`src/rtl/buffer_nxn_hps_to_fpga.sv`:
```
// Beat-based loader: scatters two densely packed row-major n x n operand matrices
// into the fixed MAX_DIM x MAX_DIM coprocessor layout and hands them over via valid/ready.
module buffer_nxn_hps_to_fpga #(
    parameter int ELEM_W  = 8,
    parameter int MAX_DIM = 5,
    parameter int BUS_W   = 32,
    parameter int MAT_W   = MAX_DIM * MAX_DIM * ELEM_W
) (
    input  logic             clk,
    input  logic             rst_n,
    input  logic             start,
    input  logic [2:0]       dim,
    input  logic             abort,
    input  logic [BUS_W-1:0] in_data,
    input  logic             in_valid,
    output logic             in_ready,
    output logic [MAT_W-1:0] matrix1_out,
    output logic [MAT_W-1:0] matrix2_out,
    output logic             out_valid,
    input  logic             out_ready,
    output logic             busy
);

    localparam int EPB   = BUS_W / ELEM_W;
    localparam int NE    = MAX_DIM * MAX_DIM;
    localparam int IDX_W = $clog2(NE + EPB + 1);

    localparam logic [1:0] S_IDLE   = 2'd0;
    localparam logic [1:0] S_LOAD_A = 2'd1;
    localparam logic [1:0] S_LOAD_B = 2'd2;
    localparam logic [1:0] S_DONE   = 2'd3;

    logic [1:0]       state;
    logic [1:0]       next_state;
    logic [2:0]       n;
    logic [2:0]       dim_clamped;
    logic [IDX_W-1:0] idx;
    logic [IDX_W-1:0] nsq;
    logic [NE-1:0]    slot_hit;
    logic [MAT_W-1:0] beat_spread;
    logic [MAT_W-1:0] mat_a;
    logic [MAT_W-1:0] mat_b;
    logic             accept;
    logic             last_beat;

    assign nsq         = IDX_W'(n) * IDX_W'(n);
    assign accept      = in_valid && in_ready && !abort;
    assign last_beat   = (idx + IDX_W'(EPB)) >= nsq;
    assign busy        = (state != S_IDLE);
    assign matrix1_out = mat_a;
    assign matrix2_out = mat_b;

    always_comb begin
        dim_clamped = dim;
        if (dim < 3'd2) begin
            dim_clamped = 3'd2;
        end else if (dim > 3'(MAX_DIM)) begin
            dim_clamped = 3'(MAX_DIM);
        end
    end

    // Each fixed layout slot works out which linear element it holds for the current n,
    // and whether that element arrives in the current beat; no division by n is needed.
    for (genvar s = 0; s < NE; s++) begin : g_slot
        localparam int ROW = s / MAX_DIM;
        localparam int COL = s % MAX_DIM;
        logic [IDX_W-1:0] lin;
        logic [IDX_W-1:0] off;

        assign lin = IDX_W'(ROW) * IDX_W'(n) + IDX_W'(COL);
        assign off = lin - idx;
        assign slot_hit[s] = (IDX_W'(COL) < IDX_W'(n)) && (IDX_W'(ROW) < IDX_W'(n)) &&
                             (lin >= idx) && (off < IDX_W'(EPB)) && (lin < nsq);
        assign beat_spread[MAT_W-1-ELEM_W*s -: ELEM_W] =
            ELEM_W'((in_data << (ELEM_W * off)) >> (BUS_W - ELEM_W));
    end

    always_comb begin
        next_state = state;
        case (state)
            S_IDLE:   if (start) next_state = S_LOAD_A;
            S_LOAD_A: if (abort) next_state = S_IDLE;
                      else if (accept && last_beat) next_state = S_LOAD_B;
            S_LOAD_B: if (abort) next_state = S_IDLE;
                      else if (accept && last_beat) next_state = S_DONE;
            S_DONE:   if (abort || out_ready) next_state = S_IDLE;
            default:  next_state = S_IDLE;
        endcase
    end

    // Handshake flags are registered from next_state so they switch on the same edge as the state.
    always_ff @(posedge clk or negedge rst_n) begin
        if (!rst_n) begin
            state     <= S_IDLE;
            n         <= 3'd2;
            idx       <= '0;
            mat_a     <= '0;
            mat_b     <= '0;
            in_ready  <= 1'b0;
            out_valid <= 1'b0;
        end else begin
            state     <= next_state;
            in_ready  <= (next_state == S_LOAD_A) || (next_state == S_LOAD_B);
            out_valid <= (next_state == S_DONE);
            if (state == S_IDLE) begin
                if (start) begin
                    n     <= dim_clamped;
                    idx   <= '0;
                    mat_a <= '0;
                    mat_b <= '0;
                end
            end else if (abort) begin
                idx <= '0;
            end else if (accept) begin
                for (int s = 0; s < NE; s++) begin
                    if (slot_hit[s]) begin
                        if (state == S_LOAD_A) begin
                            mat_a[MAT_W-1-ELEM_W*s -: ELEM_W] <= beat_spread[MAT_W-1-ELEM_W*s -: ELEM_W];
                        end else begin
                            mat_b[MAT_W-1-ELEM_W*s -: ELEM_W] <= beat_spread[MAT_W-1-ELEM_W*s -: ELEM_W];
                        end
                    end
                end
                idx <= last_beat ? '0 : idx + IDX_W'(EPB);
            end
        end
    end

endmodule

```
`config.mk`:
```
export PLATFORM = sky130hd
export DESIGN_NAME = buffer_nxn_hps_to_fpga
export DESIGN_NICKNAME = d
export VERILOG_FILES = /design/src/rtl/buffer_nxn_hps_to_fpga.sv
export SDC_FILE = /design/constraint.sdc
export NUM_CORES = 1
export LEC_CHECK = 0
export BUFFER_PORTS_ARGS = -buffer_cell sky130_fd_sc_hd__buf_2
export CAP_MARGIN = 10
export CORE_AREA = 2 2 188 190
export CTS_BUF_LIST = sky130_fd_sc_hd__clkbuf_4
export DETAILED_ROUTE_END_ITERATION = 12
export DIE_AREA = 0 0 190 192
export PLACE_DENSITY = 0.95
export REMOVE_ABC_BUFFERS = 1
export SETUP_SLACK_MARGIN = 0.05
export SYNTH_ARGS = -nofsm -noshare
export SYNTH_HDL_FRONTEND = slang
export SYNTH_SLANG_ARGS = --single-unit
```
`constraint.sdc`:
```
create_clock -name clk -period 8.2 [get_ports clk]
set_input_delay 2.46 -clock clk [delete_from_list [all_inputs] [get_ports clk]]
set_output_delay 2.46 -clock clk [all_outputs]
set_load 0.005 [all_outputs]
```
* After elaboration in Yosys (flattened, before gate mapping)
Cells that the tools add are included.
** Storage, ports and cells
- Register bits :: 412
- Input port bits :: 41
- Output and inout port bits :: 403
** Cells by class
- Order comparisons :: 83
- Muxes and demuxes :: 121
- Reductions and logical operators :: 173
- Add/subtract/negate cells :: 42
- Multiply operators :: 2
- Equal/unequal tests :: 9
- Shift-type cells :: 25
** Operators with widths (count)
- $mux 200 :: 7
- $mux 8 :: 100
- $shl 32x8->32 :: 25
- $reduce_and 5->1 :: 50
- $lt 5x3->1 const B :: 25
- $logic_and 1x1->1 :: 88
- $ge 5x5->1 :: 15
- $lt 5x5->1 :: 14
- $sub 5x5->5 :: 14
- $reduce_bool 2->1 :: 28
- $ge 4x5->1 :: 5
- $lt 4x5->1 :: 5
- $mux 5 :: 5
- $sub 4x5->5 :: 5
- $add 5x2->5 const B :: 4
- $add 5x3->5 const B :: 3
- $mux 2 :: 6
- $add 4x2->5 const B :: 2
- $add 5x1->5 const B :: 2
- $ge 1x5->1 const A :: 2
- $ge 2x5->1 const A :: 2
- $lt 1x5->1 const A :: 2
- $lt 2x5->1 const A :: 2
- $sub 1x5->5 const A :: 2
- other kinds (30) :: 42

* Depth between registers and ports, before layout
- Depth in word-level cells :: 10
- Mapped depth :: 16
- Mapped depth without buffers :: 12

* Least setup slack after synthesis
Ideal clock, no wire load.
- Path type :: flip-flop to flip-flop
- Start :: register n[1]
- End :: register mat_b[63], in the netlist matrix2_out[63]
- Data arrival time :: 4.243 ns
- Data required time :: 8.066 ns
- Slack :: 3.823 ns
- Stages on the path, launching flop included :: 15
- Path buffers :: 5
- Setup time :: 0.134 ns
- Cell sequence :: dfstp_2 > buf_2 > buf_2 > inv_2 > ha_1 > clkbuf_1 > clkinv_1 > clkbuf_1 > fa_1 > nor2b_1 > o21ai_0 > nor4b_1 > and3_1 > clkbuf_1 > o22ai_1
** Between the ends
- Cells in the longest elaborated chain, start to end :: 9
- Elaborated cells on any way between the ends :: 21
** RTL lines
- from (decl) :: RTL line 35 : logic [2:0] n;
- from (signal assigned) :: RTL line 107 : n <= dim_clamped;
- $mul 2x3->5 :: RTL line 70 : assign lin = IDX_W'(ROW) * IDX_W'(n) + IDX_W'(COL);
- $add 5x2->5 :: RTL line 70
- $sub 5x5->5 :: RTL line 71 : assign off = lin - idx;
- $shl 32x8->32 :: RTL line 75 : ELEM_W'((in_data << (ELEM_W * off)) >> (BUS_W - ELEM_W));
- $mux 8 :: RTL line 117 : if (state == S_LOAD_A) begin
- $mux 8 :: RTL line 116 : if (slot_hit[s]) begin
- $mux 200 :: RTL line 114 : end else if (accept) begin
- $mux 200 :: RTL line 112 : end else if (abort) begin
- $mux 200 :: RTL line 105 : if (state == S_IDLE) begin
- to (signal, indexed assignment) :: RTL line 120 : mat_b[MAT_W-1-ELEM_W*s -: ELEM_W] <= beat_spread[MAT_W-1-ELEM_W*s -: ELEM_W];
- to (decl) :: RTL line 42 : logic [MAT_W-1:0] mat_b;
Several ways; a longest one is shown, not always the timed one. The select of a mux whose other input is x is not followed.
A chain may end at the register's enable or synchronous reset.

* Worst setup path in the final report
- Start :: register n[0]
- End :: register mat_a[62], in the netlist matrix1_out[62]
** Between the ends
- Cells in the longest elaborated chain, start to end :: 9
- Elaborated cells on any way between the ends :: 21
** RTL lines
- $mul 2x3->5 :: RTL line 70
- $add 5x2->5 :: RTL line 70
- $sub 5x5->5 :: RTL line 71
- $shl 32x8->32 :: RTL line 75
- $mux 8 :: RTL line 117
- $mux 8 :: RTL line 116
- $mux 200 :: RTL line 114
- $mux 200 :: RTL line 112
- $mux 200 :: RTL line 105
- to (signal, indexed assignment) :: RTL line 118 : mat_a[MAT_W-1-ELEM_W*s -: ELEM_W] <= beat_spread[MAT_W-1-ELEM_W*s -: ELEM_W];
- to (decl) :: RTL line 41 : logic [MAT_W-1:0] mat_a;
Several ways; a longest one is shown, not always the timed one. The select of a mux whose other input is x is not followed.

==> results.json <==
{
  "crit_fanout": 39,
  "rsz0062_at_grt": "false",
  "ys_seq_area_frac": 0.4951,
  "synth-async-reset-ratio": 1.000,
  "yosys_warnings": 0,
  "layout_common_cells": "442 x buf_2, 408 x dfrtp_1, 248 x nand2_1",
  "dr.first_iter.drc_count": 2451,
  "vdd_drop_max_mv": 0.2135,
  "final_cells": 2891,
  "yosys_most_used_dff": "dfrtp_1",
  "synth-edff-count": 0,
  "cts_made_buffers": 102,
  "cts_tree": "done",
  "antenna_left": 0,
  "drc": 0,
  "final_util": 0.7135,
  "grt_pass1_wl_um": 108800,
  "wirelength_um": 73180,
  "core_um2": 34290,
  "h-tree-depth": 3,
  "numPortBuffers": 443,
  "cts.sinks": 410,
  "drive_gt1_frac": 0.3013,
  "dieArea_um2": 36480,
  "cap_violations": 0,
  "p_clk_frac": 0.170,
  "fp.dieH_um": 192,
  "cp_common_cell": "ha_1",
  "worstPathArrival_ns": 6.39,
  "vias": 18770,
  "setup_tns_ns": 0,
  "dp_hpwl_um": 51810,
  "worst_hold_slack_ns": 0.4796,
  "crit_required_ns": 8.85,
  "cts.path.max_buffers": 3,
  "fill_cells": 2365,
  "cts_setup_buffers": 0,
  "die_x_um": 190,
  "grt.total_usage": 0.3943,
  "crit_path_start_kind": "flip-flop",
  "internal-power_w": 0.004975,
  "clkTransAtPathRegs_ns": 0.08,
  "areaGrowthSynthToFinish_pct": 18.05,
  "syn_inst": 1893,
  "rows": 68,
  "path_buf_inv": 4,
  "cp_slowest_stage_delay_ns": 1.16,
  "cts_resized": 0,
  "period_needed_ns": 5.733,
  "worst_slack_ns": 2.467,
  "max_freq_mhz": 174.4,
  "num_io_pins": 444,
  "clk_latency_ns": 0.84,
  "slowest_stage": "ha_1",
  "maxSlewHeadroom": 0.1897,
  "period_share": 0.6992,
  "grt_pass1_vias": 18560,
  "swShare": 0.4766,
  "tightest_slew_ns": 1.210,
  "start_util": 0.6044,
  "final_nets": 2502,
  "clockRootBuffer": "clkbuf_4",
  "path_cells": "inv_1, ha_1, clkinv_1, buf_4, ha_1, inv_1, ha_1, nor2b_1, o21ai_0, nor4b_1, nand3_1, o2bb2ai_1",
  "grt_overflow": 0,
  "setup_viol_count_final": 0,
  "hold_path_class": "flip-flop to flip-flop",
  "yosysUniqueCellTypes": 90,
  "place_ws_ns": 2.883,
  "first_pass_iters": 8,
  "p_comb_frac": 0.545,
  "crit_path_end_kind": "flip-flop",
  "status": "completed",
  "viasPerCell": 6.493,
  "final_common_cell": "buf_2",
  "synth.avg_cell_area_um2": 10.95,
  "crit_type": "flip-flop to flip-flop",
  "gp_congestion": 0.9733,
  "dp_cells": 2719,
  "finalHoldViolations": 0,
  "synth_area_um2": 20720,
  "routedWlPerCell_um": 25.31,
  "finalMaxSlewViolations": 0,
  "p_switching_w": 0.004531,
  "grt_max_degree": 200,
  "p_seq_frac": 0.285,
  "hold_buffers": 0,
  "ys_seq_elements": 410,
  "skew_ns": 0.08137,
  "power_leakage_nw": 12.94,
  "crit_family": "adder cells",
  "cellPowerDensity_nw_per_um2": 388.6,
  "antenna_found_initial": 5
}
-- cell usage after synthesis, drive strengths merged (5+ instances only) --
library cell	count	share of area
a211oi	20	0.0072
a21boi	6	0.0022
a21o	17	0.0062
a21oi	60	0.014
a221o	8	0.0039
a22o	50	0.021
a32o	24	0.012
a32oi	9	0.0038
and2	50	0.015
and3	17	0.0051
and3b	5	0.0021
buf	34	0.0098
clkbuf	62	0.011
dfrtp	409	0.49
fa	11	0.011
ha	82	0.050
inv	37	0.0067
mux2	154	0.085
mux2i	73	0.035
nand2	252	0.046
nand2b	21	0.0063
nand3	25	0.0060
nand3b	5	0.0018
nand4	11	0.0033
nor2	102	0.020
nor2b	19	0.0057
nor3	21	0.0058
nor4	5	0.0044
o2111ai	5	0.0021
o211ai	20	0.0072
o21ai	88	0.022
o22ai	59	0.018
o2bb2ai	35	0.015
o31ai	5	0.0021
or3	8	0.0024
xnor2	12	0.0051
xor2	12	0.0051
-- per-stage QoR --
stage	total power (W)	instance area [um^2]
after floorplan	0.005855	20310
after global placement	0.007432	23280
after CTS	0.009320	24460
final	0.009506	24460
after detailed placement	0.007691	23280
after global routing	0.009979	24460
-- worst paths after layout --
| check | startpoint | cells past startpoint | to | slack (ns) |
|---|---|---|---|---|
| max reg2reg | n[0] | 12 | matrix1_out[62] | 2.47 |
| max in group asynchronous | rst_n | 2 | matrix1_out[5] | 4.86 |
| min | matrix2_out[107] | 1 | matrix2_out[107] | 0.48 |
| max | n[0] | 12 | matrix1_out[62] | 2.47 |
| min in group asynchronous | rst_n | 1 | matrix2_out[26] | 1.68 |
| min reg2reg | matrix2_out[107] | 1 | matrix2_out[107] | 0.48 |
-- state kept, by name, indices dropped and copies added (netlist names) --
signal,flops
matrix2_out,200
out_valid,1
n,3
idx,3
state,2
matrix1_out,200
in_ready,1
-- cell type report --
cell class	count	area, um^2	share of cell area
Timing Repair Buffer	462	2382	0.09738
Tap cell	455	569.3	0.02327
Antenna cell	3	7.507	0.0003069
Clock buffer	141	1059	0.04327
Multi-Input combinational cell	1354	9923	0.4056
Clock inverter	28	115.1	0.004705
Sequential cell	410	10260	0.4196
Inverter	38	142.6	0.005831
-- worst register-to-register path, cell delays in order (launching register included) --
cell and delay, ns:
dfrtp_4 0.76, inv_1 0.58, ha_1 1.16, clkinv_1 0.44
buf_4 0.34, ha_1 0.30, inv_1 0.07, ha_1 0.21
nor2b_1 0.08, o21ai_0 0.18, nor4b_1 0.77, nand3_1 0.42
o2bb2ai_1 0.24
-- metal layers --
layer,global-route usage,vias to the layer above,routed length (um)
met1,0.4794,9104,25900
li1,-,7837,-
met5,0,-,48
met4,0.2335,6,4363
met2,0.6241,1464,33980
met3,0.1189,359,8898
-- power by group through the flow --
stage	sequential [W]	combinational, W	clock, W
final	0.00271	0.00518	0.00161
after floorplan	0.00275	0.00311	0
after global routing	0.00274	0.00550	0.00174
after detailed placement	0.00272	0.00497	0
after global placement	0.00269	0.00474	0
after CTS	0.00269	0.00500	0.00163
-- logic make-up (layout without fill, tap and decap cells) --
group                    count (synthesis)  after routing  synth area share
AND/OR/NAND/NOR                        561            561            0.1321
AO/OA/AOI/OAI                          440            440            0.1521
flip-flops                             410            410            0.4951
multiplexers                           227            227            0.1204
buffers and inverters                  134            669           0.02795
adder cells (fa/ha/maj)                 94             94           0.06062
XOR/XNOR                                25             25           0.01129
other                                    2             10         0.0003624
No activity file was read; power rests on OpenSTA's default activity.
